==> config.mk <==
export PLATFORM = sky130hd
export DESIGN_NAME = dmem_wait
export DESIGN_NICKNAME = d
export VERILOG_FILES = /design/src/rtl/dmem_pkg.sv /design/src/rtl/dmem_array.sv /design/src/rtl/dmem_wait.sv
export SDC_FILE = /design/constraint.sdc
export NUM_CORES = 2
export LEC_CHECK = 0
export BUFFER_PORTS_ARGS = -buffer_cell sky130_fd_sc_hd__buf_2
export CAP_MARGIN = 40
export CORE_ASPECT_RATIO = 1.4
export CORE_MARGIN = 4
export CORE_UTILIZATION = 45
export DETAILED_ROUTE_END_ITERATION = 10
export RECOVER_POWER = 100
export SLEW_MARGIN = 20
export SYNTH_ARGS = -nofsm -noshare
export SYNTH_HDL_FRONTEND = slang
export SYNTH_SLANG_ARGS = --single-unit
==> constraint.sdc <==
create_clock -name clk -period 17.22 [get_ports clk]
set_clock_uncertainty 0.15 [all_clocks]
set_input_delay 4.305 -clock clk [delete_from_list [all_inputs] [get_ports clk]]
set_output_delay 4.305 -clock clk [all_outputs]
set_load 0.05 [all_outputs]
==> src/rtl/dmem_pkg.sv <==
// dmem_pkg: size encodings, FSM states and byte-enable decode for dmem_wait
package dmem_pkg;
  localparam logic [1:0] SZ_BYTE = 2'b00;
  localparam logic [1:0] SZ_HALF = 2'b01;
  localparam logic [1:0] SZ_WORD = 2'b10;
  typedef enum logic [1:0] {INIT, IDLE, WAIT, RESP} state_t;
  function automatic logic [3:0] byte_en(input logic [1:0] size, input logic [1:0] a);
    return size == SZ_BYTE ? 4'b0001 << a :
           size == SZ_HALF ? (a[1] ? 4'b1100 : 4'b0011) :
           size == SZ_WORD ? 4'b1111 : 4'b0000;
  endfunction
endpackage

==> src/rtl/dmem_array.sv <==
// dmem_array: word storage with per-byte synchronous write and combinational read
module dmem_array #(
  parameter int DEPTH = 128
) (
  input  logic                     clk,
  input  logic                     we,
  input  logic [3:0]               be,
  input  logic [$clog2(DEPTH)-1:0] idx,
  input  logic [31:0]              wd,
  output logic [31:0]              rd
);
  logic [31:0] mem [DEPTH];
  always_ff @(posedge clk)
    for (int i = 0; i < 4; i++)
      if (we && be[i]) mem[idx][8*i +: 8] <= wd[8*i +: 8];
  assign rd = mem[idx];
endmodule

==> src/rtl/dmem_wait.sv <==
// dmem_wait: handshaked data memory with wait states, load extension and error reporting
module dmem_wait
  import dmem_pkg::*;
#(
  parameter int DEPTH = 128,
  parameter int AW    = 32,
  parameter int LAT   = 2
) (
  input  logic          clk,
  input  logic          rst_n,
  input  logic          req,
  input  logic          we,
  input  logic [1:0]    size,
  input  logic          uns,
  input  logic [AW-1:0] addr,
  input  logic [31:0]   wdata,
  output logic          ready,
  output logic          rvalid,
  output logic [31:0]   rdata,
  output logic          err
);
  localparam int IW = $clog2(DEPTH);
  state_t state, state_d;
  logic [3:0] cnt;
  logic q_we, q_uns, c_we, c_uns, in_wait, accept, bad, commit;
  logic [1:0] q_size, c_size, off;
  logic [IW+1:0] q_addr, c_addr;
  logic [31:0] q_wdata, c_wdata, rd, sh, ld, wd;
  assign ready   = state == IDLE || state == RESP;
  assign rvalid  = state == RESP;
  assign in_wait = state == WAIT;
  assign accept  = req && ready;
  assign bad = (size == SZ_HALF && addr[0]) || (size == SZ_WORD && addr[1:0] != 2'b00) ||
               size == 2'b11 || addr[AW-1:2] >= (AW-2)'(DEPTH);
  // With LAT=0 the access commits on its accept edge, so the live inputs drive the array
  always_comb begin
    c_we    = in_wait ? q_we : we;
    c_uns   = in_wait ? q_uns : uns;
    c_size  = in_wait ? q_size : size;
    c_addr  = in_wait ? q_addr : addr[IW+1:0];
    c_wdata = in_wait ? q_wdata : wdata;
    commit  = in_wait ? cnt == 4'd1 : accept && !bad && LAT == 0;
    off     = c_size == SZ_BYTE ? c_addr[1:0] : c_size == SZ_HALF ? {c_addr[1], 1'b0} : 2'b00;
    sh      = rd >> {off, 3'b000};
    ld      = c_size == SZ_BYTE ? {{24{~c_uns & sh[7]}}, sh[7:0]} :
              c_size == SZ_HALF ? {{16{~c_uns & sh[15]}}, sh[15:0]} : sh;
    wd      = c_size == SZ_BYTE ? {4{c_wdata[7:0]}} :
              c_size == SZ_HALF ? {2{c_wdata[15:0]}} : c_wdata;
    state_d = state == INIT ? IDLE :
              in_wait ? (cnt == 4'd1 ? RESP : WAIT) :
              accept ? (bad || LAT == 0 ? RESP : WAIT) : IDLE;
  end
  always_ff @(posedge clk or negedge rst_n)
    if (!rst_n) begin
      state <= INIT;
      cnt   <= '0;
      rdata <= '0;
      err   <= 1'b0;
    end else begin
      state <= state_d;
      cnt   <= in_wait ? cnt - 4'd1 : accept ? 4'(LAT) : cnt;
      if (commit) begin
        rdata <= c_we ? '0 : ld;
        err   <= 1'b0;
      end else if (accept && bad) begin
        rdata <= '0;
        err   <= 1'b1;
      end
    end
  always_ff @(posedge clk)
    if (accept) begin
      q_we    <= we;
      q_uns   <= uns;
      q_size  <= size;
      q_addr  <= addr[IW+1:0];
      q_wdata <= wdata;
    end
  dmem_array #(.DEPTH(DEPTH)) u_array (
    .clk(clk),
    .we (commit && c_we),
    .be (byte_en(c_size, c_addr[1:0])),
    .idx(c_addr[IW+1:2]),
    .wd (wd),
    .rd (rd)
  );
endmodule

Yosys cells after proc, flatten, opt, wreduce, memory -nomap -nowiden
Memory sizes are Yosys's and may differ from the RTL's.
Cells that the tools add are included.
{"block": "classes", "addsub": 1, "order_cmp": 1, "n_eq_ne": 9, "shifts": 2, "mux": 36, "n_bitwise": 3, "reduce_logical": 18}
{"op": "$mux W32", "n": 8}
{"op": "$shr A32 B5 Y32", "n": 1}
{"op": "$ge A30 B8 Y1 const B", "n": 1}
{"op": "$mux W4", "n": 6}
{"op": "$mux W1", "n": 15}
{"op": "$mux W2", "n": 6}
{"op": "$eq A2 B2 Y1 const B", "n": 5}
{"op": "$logic_and A1 B1 Y1", "n": 9}
{"op": "$mux W9", "n": 1}
{"op": "$eq A2 B1 Y1 const B", "n": 3}
{"op": "$reduce_bool A2 Y1", "n": 3}
{"op": "$eq A4 B1 Y1 const B", "n": 1}
{"op": "$logic_not A2 Y1", "n": 2}
{"op": "$logic_or A1 B1 Y1", "n": 4}
{"op": "$shl A1 B2 Y4 const A", "n": 1}
{"op": "$sub A4 B1 Y4 const B", "n": 1}
{"op": "$and A1 B1 Y1", "n": 2}
{"op": "$not A1 Y1", "n": 1}
{"block": "word_totals", "reg_bits": 84, "mem_bits_rw": 4096, "inputBits": 71, "output_inout_bits": 35, "word_cells": 80, "mem_count": 1}
{"name": "u_array.mem", "words": 128, "word_bits": 32, "rd": 1, "rd_ports_with_merged_regs": 0, "wr": 1, "line_no": "dmem_array.sv:12", "text": "logic [31:0] mem [DEPTH];"}

Logic depth before layout (Yosys ltp)
{"block": "logic_depth", "ltp_word": 11, "depth_mapped": 19, "ltp_nobuf": 10}

Modules after synthesis
Synthesis repeated with hierarchy kept, for this count alone.
{"block": "unflattened", "cells_unflattened": 9978, "area_unflattened_um2": 162405.8}
{"mod": "dmem_array", "n_inst": 1, "cells_per_inst": 9568, "area_per_inst_um2": 158046.6, "seq_area_each_um2": 122998.0}
{"mod": "dmem_wait", "n_inst": 1, "cells_per_inst": 410, "area_per_inst_um2": 4359.2, "seq_area_each_um2": 2327.2}

Worst setup path after synthesis
Ideal clock, no wire load.
{"block": "synth_timing", "kind": "input to register", "startpoint": "input wdata[3]", "endpoint": "memory u_array.mem[0][27], data pin", "setup_ps": 969, "arrival_ps": 13493, "t_required_ps": 16101, "setup_slack_ps": 2608, "stages": 6, "n_path_buf": 0, "path_cell_list": "nand2_1 -> nand2_1 -> nor2_1 -> a31oi_1 -> nor2_1 -> a31oi_1"}
{"block": "synth_via", "elab_chain_cells": 2}
{"element": "start, declared", "line_no": "dmem_wait.sv:16", "text": "input logic [31:0] wdata,"}
{"element": "$mux W32", "line_no": "dmem_wait.sv:41", "text": "c_wdata = in_wait ? q_wdata : wdata;"}
{"element": "net c_wdata[3]", "line_no": "dmem_wait.sv:28", "text": "logic [31:0] q_wdata, c_wdata, rd, sh, ld, wd;"}
{"element": "$mux W32", "line_no": "dmem_wait.sv:47", "text": "wd = c_size == SZ_BYTE ? {4{c_wdata[7:0]}} :"}
{"element": "net u_array.wd[27]", "line_no": "dmem_array.sv:9", "text": "input logic [31:0] wd,"}
{"element": "end, declared", "line_no": "dmem_array.sv:12"}
The timed path passes the listed nets, and every way through them passes these cells.

Worst setup path after layout
{"block": "layout_timing", "startpoint": "input addr[2]", "endpoint": "register rdata[5]"}
{"block": "layout_via", "elab_chain_cells": 7, "elab_cells_between_ends": 11, "cone_classes": "order compare (1); shift (1); mux (5); reduce/logical (3); memory (1)"}
{"element": "start, declared", "line_no": "dmem_wait.sv:15", "text": "input logic [AW-1:0] addr,"}
{"element": "$mux W9", "line_no": "dmem_wait.sv:40", "text": "c_addr = in_wait ? q_addr : addr[IW+1:0];"}
{"element": "$mem_v2 Z128 W32"}
{"element": "$shr A32 B5 Y32", "line_no": "dmem_wait.sv:44", "text": "sh = rd >> {off, 3'b000};"}
{"element": "$mux W32", "line_no": "dmem_wait.sv:46", "text": "c_size == SZ_HALF ? {{16{~c_uns & sh[15]}}, sh[15:0]} : sh;"}
{"element": "$mux W32", "line_no": "dmem_wait.sv:45", "text": "ld = c_size == SZ_BYTE ? {{24{~c_uns & sh[7]}}, sh[7:0]} :"}
{"element": "$mux W32", "line_no": "dmem_wait.sv:63", "text": "rdata <= c_we ? '0 : ld;"}
{"element": "$mux W32", "line_no": "dmem_wait.sv:62", "text": "if (commit) begin"}
{"element": "end signal, assigned", "line_no": "dmem_wait.sv:63"}
{"element": "end, declared", "line_no": "dmem_wait.sv:19", "text": "output logic [31:0] rdata,"}
Parallel ways exist; a longest one is shown, timed or not.
A chain may end at the register's enable or synchronous reset.

==> summary.md <==
| Metric | Value |
|---|---|
| Relative slew margins | `-174.6%` |
| Post-CTS Hold Buffers | `0` |
| Place WS | `6.738 ns` |
| Top-count cell post-synth | `edfxtp_1` |
| Final Hold Viols | `0` |
| Die footprint | `0.3659 mm2` |
| Status | `complete, but fails checks` |
| GR Overflow Total | `0` |
| Slowest CP cell | `clkbuf_1` |
| Crit path DAT | `14.29 ns` |
| Cell Rows | `259` |
| Seq/Total Area, Yosys | `78.19%` |
| Max clock buf depth | `4` |
| DPL Wire Length | `327400 um` |
| Crit Path Class | `input pin to register` |
| Failing checks | `capacitance limit, slew limit` |
| Post-synthesis instance total | `10340` |
| Post-CTS setup buffers | `0` |
| Vias in the first global route | `100300` |
| Leak pwr | `55.12 nW` |
| CP cell instances | `clkbuf_1 > a21oi_1 > nand2_1 > clkbuf_1 > buf_12 > o22ai_1 > nor4_1 > buf_4 > o22ai_1 > nor4_1 > a41oi_1 > a21boi_0 > o31ai_1` |
| Synth top area cells | `edfxtp_1 (78%), o22ai_1 (4.6%), nor3_1 (2.8%)` |
| CTS clock-pin slew for the worst setup and hold paths | `0.07 ns` |
| Core Area | `0.3552 mm2` |
| Synth top cells by count | `edfxtp_1 (4141), o22ai_1 (1169), nand2_1 (923), nor3_1 (888), buf_2 (339)` |
| Max-cap viol count | `92` |
| Via Count | `104700` |
| Max-slew violation count | `4656` |
| Synth-to-layout area growth | `12.33%` |
| Final period utilization | `79.08%` |
| RD Place Congestion | `0.9389` |
| Power Density | `115.1 mW/mm2` |
| Initial Utilization | `45.13%` |
| Vias per cell | `6.594` |
| Post-Syn Area | `0.1603 mm2` |
| Initial antenna violation count | `34` |
| H-tree levels | `5` |
| Syn Nets | `10420` |
| Seq pwr share | `54.5%` |
| Ys flop type | `edfxtp_1` |
| Drt pass-1 iters | `8` |
| Nets | `10920` |
| Critical Path Start Type | `input pin` |
| Largest net degree at the start of global routing | `126` |
| Cells after DPL | `15130` |
| Pin slew with the least headroom to its limit | `4.119 ns` |
| Comb pwr share | `5.8%` |
| Residual DRC | `0` |
| VDD IR max | `0.08950 mV` |
| Ports | `106` |
| DRT Wirelength | `544800 um` |
| Crit path max fanout | `72` |
| Syn. warnings | `0` |
| DR iter-0 viols | `15440` |
| Remaining antenna violation count | `0` |
| Buffers on Ports | `105` |
| Top cell type's share of synthesized area | `77.58%` |
| Final Setup Violations | `0` |
| Clock power share | `39.7%` |
| Proportion of layout cells with a drive suffix above 1 | `8.674%` |
| CP endpoint kind | `register` |
| Gr usage total | `28.78%` |
| Minimum clock period | `13.62 ns` |
| Post-synth EDFFs | `4141` |
| First-pass GRT wire length | `762900 um` |
| Die Y | `714.2 um` |
| Seq cells post-synth | `4180` |
| R2r setup slk | `5.45 ns` |
| PnR worst setup slack | `3.603 ns` |
| Switch share | `22.61%` |
| Netlist cell types | `80` |
| Die width | `512.4 um` |
| RSZ-0062 raised after global routing | `false` |
| Worst skew pair latency | `0.94 ns` |
| Int Power | `16.04 mW` |
| CTS buffer count | `372` |
| Syn Area/Cell | `15.50 um2` |
| TritonCTS clock tree | `built` |
| Hold Slack | `0.3618 ns` |
| Net switching power | `4.686 mW` |
| Synth async-reset ratio | `0.9330%` |
| Layout Utilization | `50.69%` |
| Clock sinks | `4180` |
| Leading area contributor after synthesis | `edfxtp_1` |
| Cts repair resizes | `0` |
| Post-Layout Cell Count | `15880` |
| Slowest stage delay, CP | `2.83 ns` |
| CP required | `17.89 ns` |
| HP Class | `register to register` |
| Per-cell routed wire length | `34.31 um` |
| Total negative slack | `0 ns` |
| CTS root buffer | `clkbuf_16` |
| Peak Freq | `73.44 MHz` |
==> flip-flops by register name, summed over array words and instances (netlist names) <==
name	count
u_array.mem	4096
q_wdata	32
rdata	32
q_addr	9
cnt	4
q_size	2
state	2
err	1
q_uns	1
q_we	1
==> worst paths after layout <==
path / from / depth (start not counted) / end
hold reg to reg: rdata[30] / 2 / rdata[30]
setup / recovery: addr[2] / 13 / rdata[5]
setup reg to reg: state[0] / 12 / u_array.mem[21][3]
max in group asynchronous: rst_n / 2 / rdata[5]
min in group asynchronous: rst_n / 1 / rdata[23]
hold / removal: rdata[30] / 2 / rdata[30]
==> metrics by stage <==
stage / area, um2 / total power [mW]
after global placement: 169500 / 12.64
after CTS: 182900 / 20.75
final: 180000 / 20.73
after detailed placement: 171100 / 12.69
after global routing: 180000 / 21.22
after floorplan: 160300 / 12.11
==> cell families after synthesis <==
| group | share of synthesized area (%) |
|---|---|
| xor+xnor | 0.005465 |
| fa+ha+maj | 0.01561 |
| mux | 1.035 |
| simple gates | 6.862 |
| flops | 78.19 |
| buf+inv | 2.787 |
| compound gates | 11.11 |
==> cell type report <==
class,count,area [um2]
fill,29620,175100
sequential,4180,125300
multi-input combinational,5175,31260
clock buffer,472,9997
tap,4698,5878
timing repair buffer,970,5230
clock inverter,206,1722
inverter,145,550.5
antenna,33,82.58
==> metal layers <==
metal,share of wire [%],global-route usage [%],vias to the layer above
li1,-,-,42810
met2,47,45.80,7243
met3,11,6.308,1421
met5,0.059,0.3653,-
met1,35,36.19,53210
met4,7.2,17.48,20
==> critical path, delay by kind of cell <==
| family | cells | cell delay (ns) |
|---|---|---|
| buf+inv | 4 | 5.09 |
| compound gates | 6 | 2.39 |
| simple gates | 3 | 2.33 |
==> power by group through the flow <==
stage	Combinational [mW]	Sequential [mW]	Clock, mW
global route	1.24	11.3	8.69
detailed placement	1.21	11.5	0
floorplan	0.588	11.5	0
global placement	1.16	11.5	0
CTS	1.21	11.3	8.28
finish	1.21	11.3	8.23
==> cell usage in the layout, fill, tap and decap left out, types with 14 or more instances in the layout <==
master      netlist  layout
dfrtp_1          39      39
clkinv_1          0      76
nand2_1         923     905
o31ai_1          35      32
a32oi_1          71      71
o221ai_1        125     125
o22a_1           58      58
a211oi_1        285     285
nor3_1          888     867
inv_1           145     140
o211ai_1         53      53
a222oi_1         14      14
clkinv_2          0      71
or3_1            23      23
buf_4            70     190
edfxtp_1       4141    4141
clkinvlp_4        0      15
nand4_1          22      22
diode_2           0      33
nand2_2           1      14
o22ai_1        1169    1169
clkbuf_1        280     745
o32ai_1          14      14
a21oi_1         184     179
mux2i_1         152     137
nor3_2            0      20
buf_2           339      60
a31oi_1         139     131
nand3_1         220     220
buf_12            0      39
clkbuf_16         0     382
nor4_1           67      66
o21ai_0         204     200
or4_1            22      22
o41ai_1          50      45
bufinv_16         0      26
a32o_1           74      74
nor2_1          173     161
Power figures use the tool's default switching activity.
